--- src/rtl/qcldpc_pkg.sv ---
// Shared types and helpers for the QC-LDPC encoder control path.
package qcldpc_pkg;

    typedef enum logic [1:0] {IDLE, ISSUE, DRAIN, OUTPUT} seq_state_t;

    typedef struct packed {
        logic valid;
        logic first;
        logic last;
    } tag_t;

    // ROM rows per Z: every block-column against every parity block-row
    function automatic int zbase(input int ninfo, input int npar);
        return (ninfo + npar) * npar;
    endfunction

    function automatic int rom_depth(input int ninfo, input int npar, input int nz);
        return zbase(ninfo, npar) * nz;
    endfunction

    function automatic int onehot_idx(input logic [31:0] v);
        int idx;
        idx = 0;
        for (int i = 0; i < 32; i++)
            if (v[i]) idx = i;
        return idx;
    endfunction

endpackage

--- src/rtl/qcldpc_tag_pipe.sv ---
// Fixed-latency delay line with synchronous clear; matches the shifter pipeline depth.
module qcldpc_tag_pipe #(
    parameter int DEPTH = 7,
    parameter int WIDTH = 3
) (
    input  logic             CLK,
    input  logic             clr,
    input  logic [WIDTH-1:0] din,
    output logic [WIDTH-1:0] dout
);

    logic [DEPTH-1:0][WIDTH-1:0] stg;

    always_ff @(posedge CLK) begin
        if (clr) begin
            stg <= '0;
        end else begin
            stg[0] <= din;
            for (int i = 1; i < DEPTH; i++)
                stg[i] <= stg[i-1];
        end
    end

    assign dout = stg[DEPTH-1];

endmodule

--- src/rtl/qcldpc_enc_sequencer.sv ---
// Control sequencer for the QC-LDPC encoder datapath.
// Optional stall counter output enabled by QCLDPC_SEQ_STALL_CNT_EN.
module qcldpc_enc_sequencer
    import qcldpc_pkg::*;
#(
    parameter int NUM_Z           = 3,
    parameter int NUM_INFO_BLKS   = 20,
    parameter int NUM_PARITY_BLKS = 4,
    parameter int PAR             = 1,
    parameter int SHIFT_LAT       = 7,
    localparam int NCOL      = NUM_INFO_BLKS / PAR,
    localparam int ZBASE     = zbase(NUM_INFO_BLKS, NUM_PARITY_BLKS),
    localparam int ROM_DEPTH = rom_depth(NUM_INFO_BLKS, NUM_PARITY_BLKS, NUM_Z),
    localparam int ADDRW     = $clog2(ROM_DEPTH),
    localparam int STEP      = NUM_PARITY_BLKS * PAR,
    localparam int CW        = (NCOL > 1) ? $clog2(NCOL) : 1,
    localparam int ZW        = (NUM_Z > 1) ? $clog2(NUM_Z) : 1
) (
    input  logic             CLK,
    input  logic             rst,
    input  logic             start,
    input  logic [NUM_Z-1:0] req_z,
    output logic             busy,
    output logic             cfg_err,
    input  logic             in_valid,
    output logic             in_ready,
    output logic [NUM_Z-1:0] z_sel,
    output logic [ADDRW-1:0] rom_addr,
    output logic             shf_valid,
    output logic [CW-1:0]    col_idx,
    output logic             acc_clear,
    output logic             acc_en,
    output logic             out_valid,
    input  logic             out_ready,
    output logic             done
`ifdef QCLDPC_SEQ_STALL_CNT_EN
   ,output logic [15:0]      stall_cnt
`endif
);

    if (NUM_INFO_BLKS % PAR != 0) begin : g_par_chk
        $fatal(1, "NUM_INFO_BLKS must be a multiple of PAR");
    end
    if (SHIFT_LAT < 1) begin : g_lat_chk
        $fatal(1, "SHIFT_LAT must be at least 1");
    end

    seq_state_t      state, state_n;
    logic [CW-1:0]   col;
    logic [ZW-1:0]   z_idx;
    tag_t            tag_in, tag_out;
    logic            blk_go, last_col;

    assign blk_go    = (state == IDLE) && start && $onehot(req_z);
    assign last_col  = (col == CW'(NCOL - 1));
    assign busy      = (state != IDLE);
    assign out_valid = (state == OUTPUT);
    assign shf_valid = in_valid && in_ready;
    assign col_idx   = col;
    assign rom_addr  = ADDRW'(ZBASE * int'(z_idx) + STEP * int'(col));

    always_comb begin
        state_n  = state;
        in_ready = 1'b0;
        case (state)
            IDLE:   if (blk_go) state_n = ISSUE;
            ISSUE: begin
                in_ready = 1'b1;
                if (in_valid && last_col) state_n = DRAIN;
            end
            DRAIN:  if (tag_out.valid && tag_out.last) state_n = OUTPUT;
            OUTPUT: if (out_ready) state_n = IDLE;
            default: state_n = IDLE;
        endcase
    end

    // col wraps to 0 after the last beat so DRAIN/OUTPUT present the Z base address
    always_ff @(posedge CLK) begin
        if (rst) begin
            state   <= IDLE;
            col     <= '0;
            z_idx   <= '0;
            z_sel   <= '0;
            cfg_err <= 1'b0;
            done    <= 1'b0;
        end else begin
            state   <= state_n;
            cfg_err <= (state == IDLE) && start && !$onehot(req_z);
            done    <= (state == OUTPUT) && out_ready;
            if (blk_go) begin
                z_sel <= req_z;
                z_idx <= ZW'(onehot_idx(32'(req_z)));
                col   <= '0;
            end else if (shf_valid) begin
                col <= last_col ? '0 : col + CW'(1);
            end
        end
    end

    assign tag_in = '{valid: shf_valid, first: (col == '0), last: last_col};

    qcldpc_tag_pipe #(
        .DEPTH (SHIFT_LAT),
        .WIDTH ($bits(tag_t))
    ) u_tag_pipe (
        .CLK  (CLK),
        .clr  (rst),
        .din  (tag_in),
        .dout (tag_out)
    );

    assign acc_en    = tag_out.valid;
    assign acc_clear = tag_out.valid && tag_out.first;

`ifdef QCLDPC_SEQ_STALL_CNT_EN
    always_ff @(posedge CLK) begin
        if (rst || blk_go)
            stall_cnt <= '0;
        else if (state == ISSUE && !in_valid && stall_cnt != 16'hFFFF)
            stall_cnt <= stall_cnt + 16'd1;
    end
`endif

endmodule

--- config.mk ---
export PLATFORM = sky130hd
export DESIGN_NAME = qcldpc_enc_sequencer
export DESIGN_NICKNAME = d
export VERILOG_FILES = /design/src/rtl/qcldpc_pkg.sv /design/src/rtl/qcldpc_tag_pipe.sv /design/src/rtl/qcldpc_enc_sequencer.sv
export SDC_FILE = /design/constraint.sdc
export NUM_CORES = 1
export LEC_CHECK = 0
export BUFFER_PORTS_ARGS = -buffer_cell sky130_fd_sc_hd__buf_2
export CAP_MARGIN = 20
export CORE_MARGIN = 2
export CORE_UTILIZATION = 47
export CTS_CLUSTER_DIAMETER = 100
export CTS_CLUSTER_SIZE = 10
export DETAILED_ROUTE_END_ITERATION = 6
export PLACE_DENSITY = 0.78
export SYNTH_ARGS = -nofsm -noshare
export SYNTH_HDL_FRONTEND = slang
export SYNTH_SLANG_ARGS = --single-unit
export TNS_END_PERCENT = 5
--- constraint.sdc ---
create_clock -name CLK -period 2.05 [get_ports CLK]
set_clock_uncertainty 0.1 [all_clocks]
set_input_delay 0.41 -clock CLK [delete_from_list [all_inputs] [get_ports CLK]]
set_output_delay 0.41 -clock CLK [all_outputs]
set_load 0.01 [all_outputs]
==> impl_metrics.toml, run 1 <==
[synth]
synthCells = 144
yosys.area.top_type = "dfxtp_1"
postSynthAreaPerCell_um2 = 9.77
syn-cell-area_um2 = 1410
yosysWarnings = 0
yosys-top-cells-area = "dfxtp_1 48%, ha_1 8.9%, nor2b_1 8.9%"
ys_seq_area_frac = 0.484
synth_top_cell_area_share = 0.484
synth-seq-cells = 34
ys_types = 32

[timing]
finalCriticalPeriod_ps = 2230
fin_crit_sh = 1.09
slew_violations = 0
rsz0062_at_grt = "yes"
fin_setup_tns_ps = -446
hold_ws_ps = 213
fmax_mhz = 448
hold_viol_final = 0
setup_viol = 3
layout_setup_ws_ps = -182

[layout]
nets = 202
final_cell_mix = "32 x dfxtp_1, 30 x buf_2, 20 x nor2b_1, 14 x nor2_1, 9 x inv_1"
area_growth_pct = 20.5
final_util = 0.604
final_common_cell = "dfxtp_1"
seqCellArea_um2 = 683
n_fill_cell = 241
antenna_cells = 0
stdcell_area_um2 = 1690
drive_gt1_frac = 0.302
multi_input_area_um2 = 662
final_cells = 213

[route]
vias = 1063
drc = 2
drt-pass1-iter-count = 6
drtIter0Drc = 30
wl_mm = 2.44
routed_via_density = 4.99
final_antenna_net_count = 0
avgRoutedWirePerCell_um = 11.4

[worst_setup_path]
r2r_setup_slack_ps = 160
path_max_fanout = 4
cp.arrival_ps = 1720
crit_type = "register to output port"
startpoint_type = "register"
required_ps = 1540
cp-end-kind = "output port"

[placed_design]
port_buffers = 30
routabilityCongestion = 0.723
place_hpwl_mm = 1.84
placed_cells = 205
post_dp_cell_area_um2 = 1600

[floorplanning]
core_region_area_um2 = 2810
die_h_um = 58.7
fp.dieW_um = 58.7
rows = 19
ioPinCount = 33
start_util = 0.501
dieArea_um2 = 3450

[pwr]
power_leakage_uw = 0.000821
clockPowerShare = 0.241
netSwitchingFraction = 0.287
power_frac_comb = 0.223
p_int_uw = 959
p_switching_uw = 385
pwr-share-seq = 0.535
peakVddDrop_mv = 0.435
powerDensity_nw_per_um2 = 793

[global_route]
grt_max_degree = 23
antenna_found_initial = 0
grt_pass1_wl_mm = 4.12
gr-total-overflow = 0
grt_pass1_vias = 1004
globalRouteTotalUtil = 0.163

[clocking]
ctsHtreeMaxLevel = 2
root_buffer = "clkbuf_4"
cts.sink_count = 34
cts-buffers-inserted = 5
cts_buffer_depth = 2
clk_pin_slew_ps = 90
insertion_delay_ps = 320
hold_buffers = 0
tritoncts = "built"

[status]
outcome = "finished with violations"
violations = "DRC, setup timing"

[worst_hold_path]
hold_class = "input pin to register"

[job]
cap_violations = 0
-- worst max-delay path, stage by stage (launching register included) --
cell and delay, ps:
dfxtp_2 360, ha_4 260, buf_6 110, fa_2 510, inv_1 40, buf_2 130
-- worst paths after layout --
| path | from | endpoint | cells past startpoint |
|---|---|---|---|
| worst max register to register | state[0]$_SDFFE_PP0P_ | state[0]$_SDFFE_PP0P_ | 5 |
| worst min-delay path | out_ready | done$_SDFF_PP0_ | 3 |
| worst max-delay path | z_sel[2]$_SDFFE_PP0P_ | rom_addr[6] | 5 |
| worst min register to register | u_tag_pipe.stg[14]$_SDFF_PP0_ | u_tag_pipe.stg[17]$_SDFF_PP0_ | 1 |
-- sequential cells by signal, summed over array words and instances, names as in the netlist --
signal,cells
done,1
z_idx,1
u_tag_pipe.stg,18
col_idx,5
u_tag_pipe.dout,3
state,2
cfg_err,1
z_sel,3
-- layout make-up --
class	instances	area share
repair buffers	39	0.131
flip-flops and latches	34	0.403
clock buffers	7	0.0266
inverters	11	0.0258
well taps	31	0.0229
multi-input cells	91	0.391
-- power groups by stage --
| stage | sequential, µW | combinational (µW) | clock, µW |
|---|---|---|---|
| after detailed placement | 734 | 286 | 0 |
| after global routing | 724 | 336 | 370 |
| after global placement | 731 | 270 | 0 |
| after floorplan | 734 | 192 | 0 |
| after CTS | 720 | 298 | 337 |
| final | 719 | 300 | 325 |
-- what timing repair did --
| item | 4_1_cts | 5_1_grt |
|---|---|---|
| setup buffers | 1 | 0 |
| gates resized for setup | 8 | 2 |
| pin swaps | 6 | 5 |
| endpoints found under the hold margin | 0 | 0 |
| setup endpoints to repair | 3 | 4 |
-- layer usage --
layer | GRT usage | vias to the layer above | share of wire
li1 | - | 532 | -
met1 | 0.182 | 499 | 0.44
met2 | 0.268 | 30 | 0.49
met3 | 0.0747 | 2 | 0.065
met4 | 0.0682 | 0 | 0.0070
met5 | 0 | - | 0
-- synthesized netlist by cell type --
library cell  count
buf_4             6
clkbuf_1          3
inv_1            11
and4bb_2          1
xnor2_1           2
xor2_1            1
mux2i_1           3
nand2_1           7
nor3_1            3
nor2b_1          20
nor2_1           14
o31ai_1           2
o21ai_0           2
or4b_1            1
or3b_2            1
and3_1            1
or4_1             1
dfxtp_1          34
ha_1             10
a21boi_0          1
nor3b_1           1
fa_1              2
conb_1            1
and2b_2           1
and2_1            1
a221o_1           1
nand4_1           1
a21o_1            1
nand3_1           4
or2b_1            1
nand3b_1          1
a21oi_1           5
-- through the flow --
step	total power [µW]	setup slack [ps]
global route	1430	-278
global placement	1000	-158
CTS	1350	-203
finish	1340	-182
detailed placement	1020	-240
floorplan	926	-12.7
-- logic make-up after synthesis --
group,synth area share
mux,0.0214
compound gates,0.0534
other cells,0.00267
fa+ha+maj,0.117
simple gates,0.233
flops,0.484
buf+inv,0.0694
xor+xnor,0.0187
Power figures use the tool's default switching activity.
==> run 2, diff against run 1 <==
--- a/config.mk
+++ b/config.mk
@@ -7,7 +7,6 @@
 export LEC_CHECK = 0
 export BUFFER_PORTS_ARGS = -buffer_cell sky130_fd_sc_hd__buf_2
 export CAP_MARGIN = 20
-export CORE_MARGIN = 2
 export CORE_UTILIZATION = 47
 export CTS_CLUSTER_DIAMETER = 100
 export CTS_CLUSTER_SIZE = 10
==> run 2 against run 1 <==
The run still ends with DRC, setup timing left. Final area shrank 0.52%. Count of clock-buffer cells in the layout did not move. Critical path type unchanged. Power grew 4.1%. Largest cell class unchanged. Sequential share of layout area up 0.21 points. Die area is 6.7% lower. Maximum frequency up 0.55%. Flip-flop and latch count unchanged.
==> impl_metrics.toml, run 2 (synthesis results as in run 1) <==
[status]
outcome = "finished with violations"
violations = "DRC, setup timing"

[timing]
rsz0062_at_grt = "yes"
fmax_mhz = 451
fin_crit_sh = 1.08
hold_viol_final = 0
setup_viol = 3
worst_pin_slew_ps = 515
relSlewSlack = 0.656
fin_setup_tns_ps = -471
slew_violations = 0
layout_setup_ws_ps = -170
finalCriticalPeriod_ps = 2220
hold_ws_ps = 206

[route]
routed_via_density = 4.99
vias = 1057
drc = 4
drtIter0Drc = 31
avgRoutedWirePerCell_um = 12.3
drt-pass1-iter-count = 6
final_antenna_net_count = 0
wl_mm = 2.61

[floorplanning]
fp.dieW_um = 56.7
ioPinCount = 33
start_util = 0.501
core_region_area_um2 = 2810
die_h_um = 56.7
rows = 19
dieArea_um2 = 3210

[pwr]
power_leakage_uw = 0.000819
peakVddDrop_mv = 0.397
powerDensity_nw_per_um2 = 830

[clocking]
insertion_delay_ps = 330
ctsHtreeMaxLevel = 2
hold_buffers = 0
cts.sink_count = 34
tritoncts = "built"
cts_buffer_depth = 2
cts-buffers-inserted = 5
root_buffer = "clkbuf_4"
cts_setup_buffers = 0
clk_pin_slew_ps = 100

[placed_design]
placed_cells = 204
post_dp_cell_area_um2 = 1600
routabilityCongestion = 0.742
port_buffers = 30
place_hpwl_mm = 1.85

[global_route]
grt_max_degree = 33
antenna_found_initial = 0
gr-total-overflow = 0
grt_pass1_wl_mm = 4.44
grt_pass1_vias = 1029
globalRouteTotalUtil = 0.183

[worst_setup_path]
path_delay_family = "adder cells"
slowest_delay_ps = 350
r2r_end = "state[0]$_SDFFE_PP0P_"
cp.arrival_ps = 1710
crit_type = "register to output port"
r2r_setup_slack_ps = 130
worstPathCellList = "inv_2 > ha_4 > inv_4 > ha_4 > a21o_1 > nand2_1 > xnor2_1 > buf_2"
crit_top_cell = "ha_4"
path_max_fanout = 2
crit_path_top_delay_cell = "dfxtp_2"
r2r.worst_path.cells = 5
required_ps = 1540
cp_num_buf_inv = 3
r2r_start = "state[1]$_SDFFE_PP0P_"
cp-end-kind = "output port"
startpoint_type = "register"

[layout]
final_common_cell = "dfxtp_1"
top_register = "u_tag_pipe.stg"
area_growth_pct = 19.8
final_cells = 212
largest_reg_flops = 18
final_cell_mix = "32 x dfxtp_1, 30 x buf_2, 20 x nor2b_1, 14 x nor2_1, 9 x inv_1"
stdcell_area_um2 = 1690
final_util = 0.601
n_fill_cell = 265
antenna_cells = 0
drive_gt1_frac = 0.293
nets = 200

[worst_hold_path]
hold_class = "input pin to register"
hp-start = "out_ready"
min_to = "done$_SDFF_PP0_"
min_path_cells = 3

[job]
cap_violations = 0
## run 2: routing by layer
layer / vias to the layer above / share of wire / global-route usage
li1: 529 / - / -
met1: 497 / 0.44 / 0.194
met2: 26 / 0.50 / 0.333
met3: 5 / 0.047 / 0.0484
met4: 0 / 0.015 / 0.0857
met5: - / 0 / 0
## run 2: worst register-to-register path: cells and delay by family (launching register included)
kind | cells | cell delay (ps)
AND/OR/NAND/NOR | 1 | 540
buffers and inverters | 1 | 90
AO/OA/AOI/OAI | 2 | 460
flip-flops | 1 | 390
adder cells (fa/ha/maj) | 1 | 240
## run 2: timing repair
action | CTS | global route
gates resized for setup | 6 | 1
setup endpoints to repair | 3 | 3
pin swaps | 5 | 5
cloned | 0 | 0
## run 2: per-stage QoR
stage                     power (µW)  setup slack, ps
after CTS                       1410             -210
after global placement           999             -158
after floorplan                  926            -12.7
after global routing            1480             -264
after detailed placement        1020             -259
final                           1400             -170
## run 2: worst max path at each step
| stage | slack [ps] | cells after the start | to | startpoint |
|---|---|---|---|---|
| final | -170 | 8 | rom_addr[8] | z_idx[0]$_SDFFE_PP0P_ |
| after global routing | -260 | 8 | rom_addr[8] | z_idx[0]$_SDFFE_PP0P_ |
| after CTS | -210 | 8 | rom_addr[8] | z_idx[0]$_SDFFE_PP0P_ |
| after detailed placement | -260 | 6 | state[0]$_SDFFE_PP0P_ | req_z[0] |
| after global placement | -160 | 6 | state[0]$_SDFFE_PP0P_ | req_z[0] |
| after floorplan | -10 | 5 | state[0]$_SDFFE_PP0P_ | req_z[0] |
## run 2: cell type report
| class | count | area [µm²] | area share |
|---|---|---|---|
| clock inverters | 1 | 5.00 | 0.00297 |
| flip-flops and latches | 34 | 683 | 0.405 |
| repair buffers | 37 | 203 | 0.120 |
| clock buffers | 7 | 55.1 | 0.0327 |
| well taps | 31 | 38.8 | 0.0230 |
| inverters | 11 | 43.8 | 0.0260 |
| multi-input cells | 91 | 657 | 0.390 |
## run 2: power by group
group / internal, µW / total, µW / switching, µW
Combinational: 129 / 299 / 170
Clock: 166 / 379 / 213
Sequential: 696 / 720 / 23.5
Total: 991 / 1400 / 407
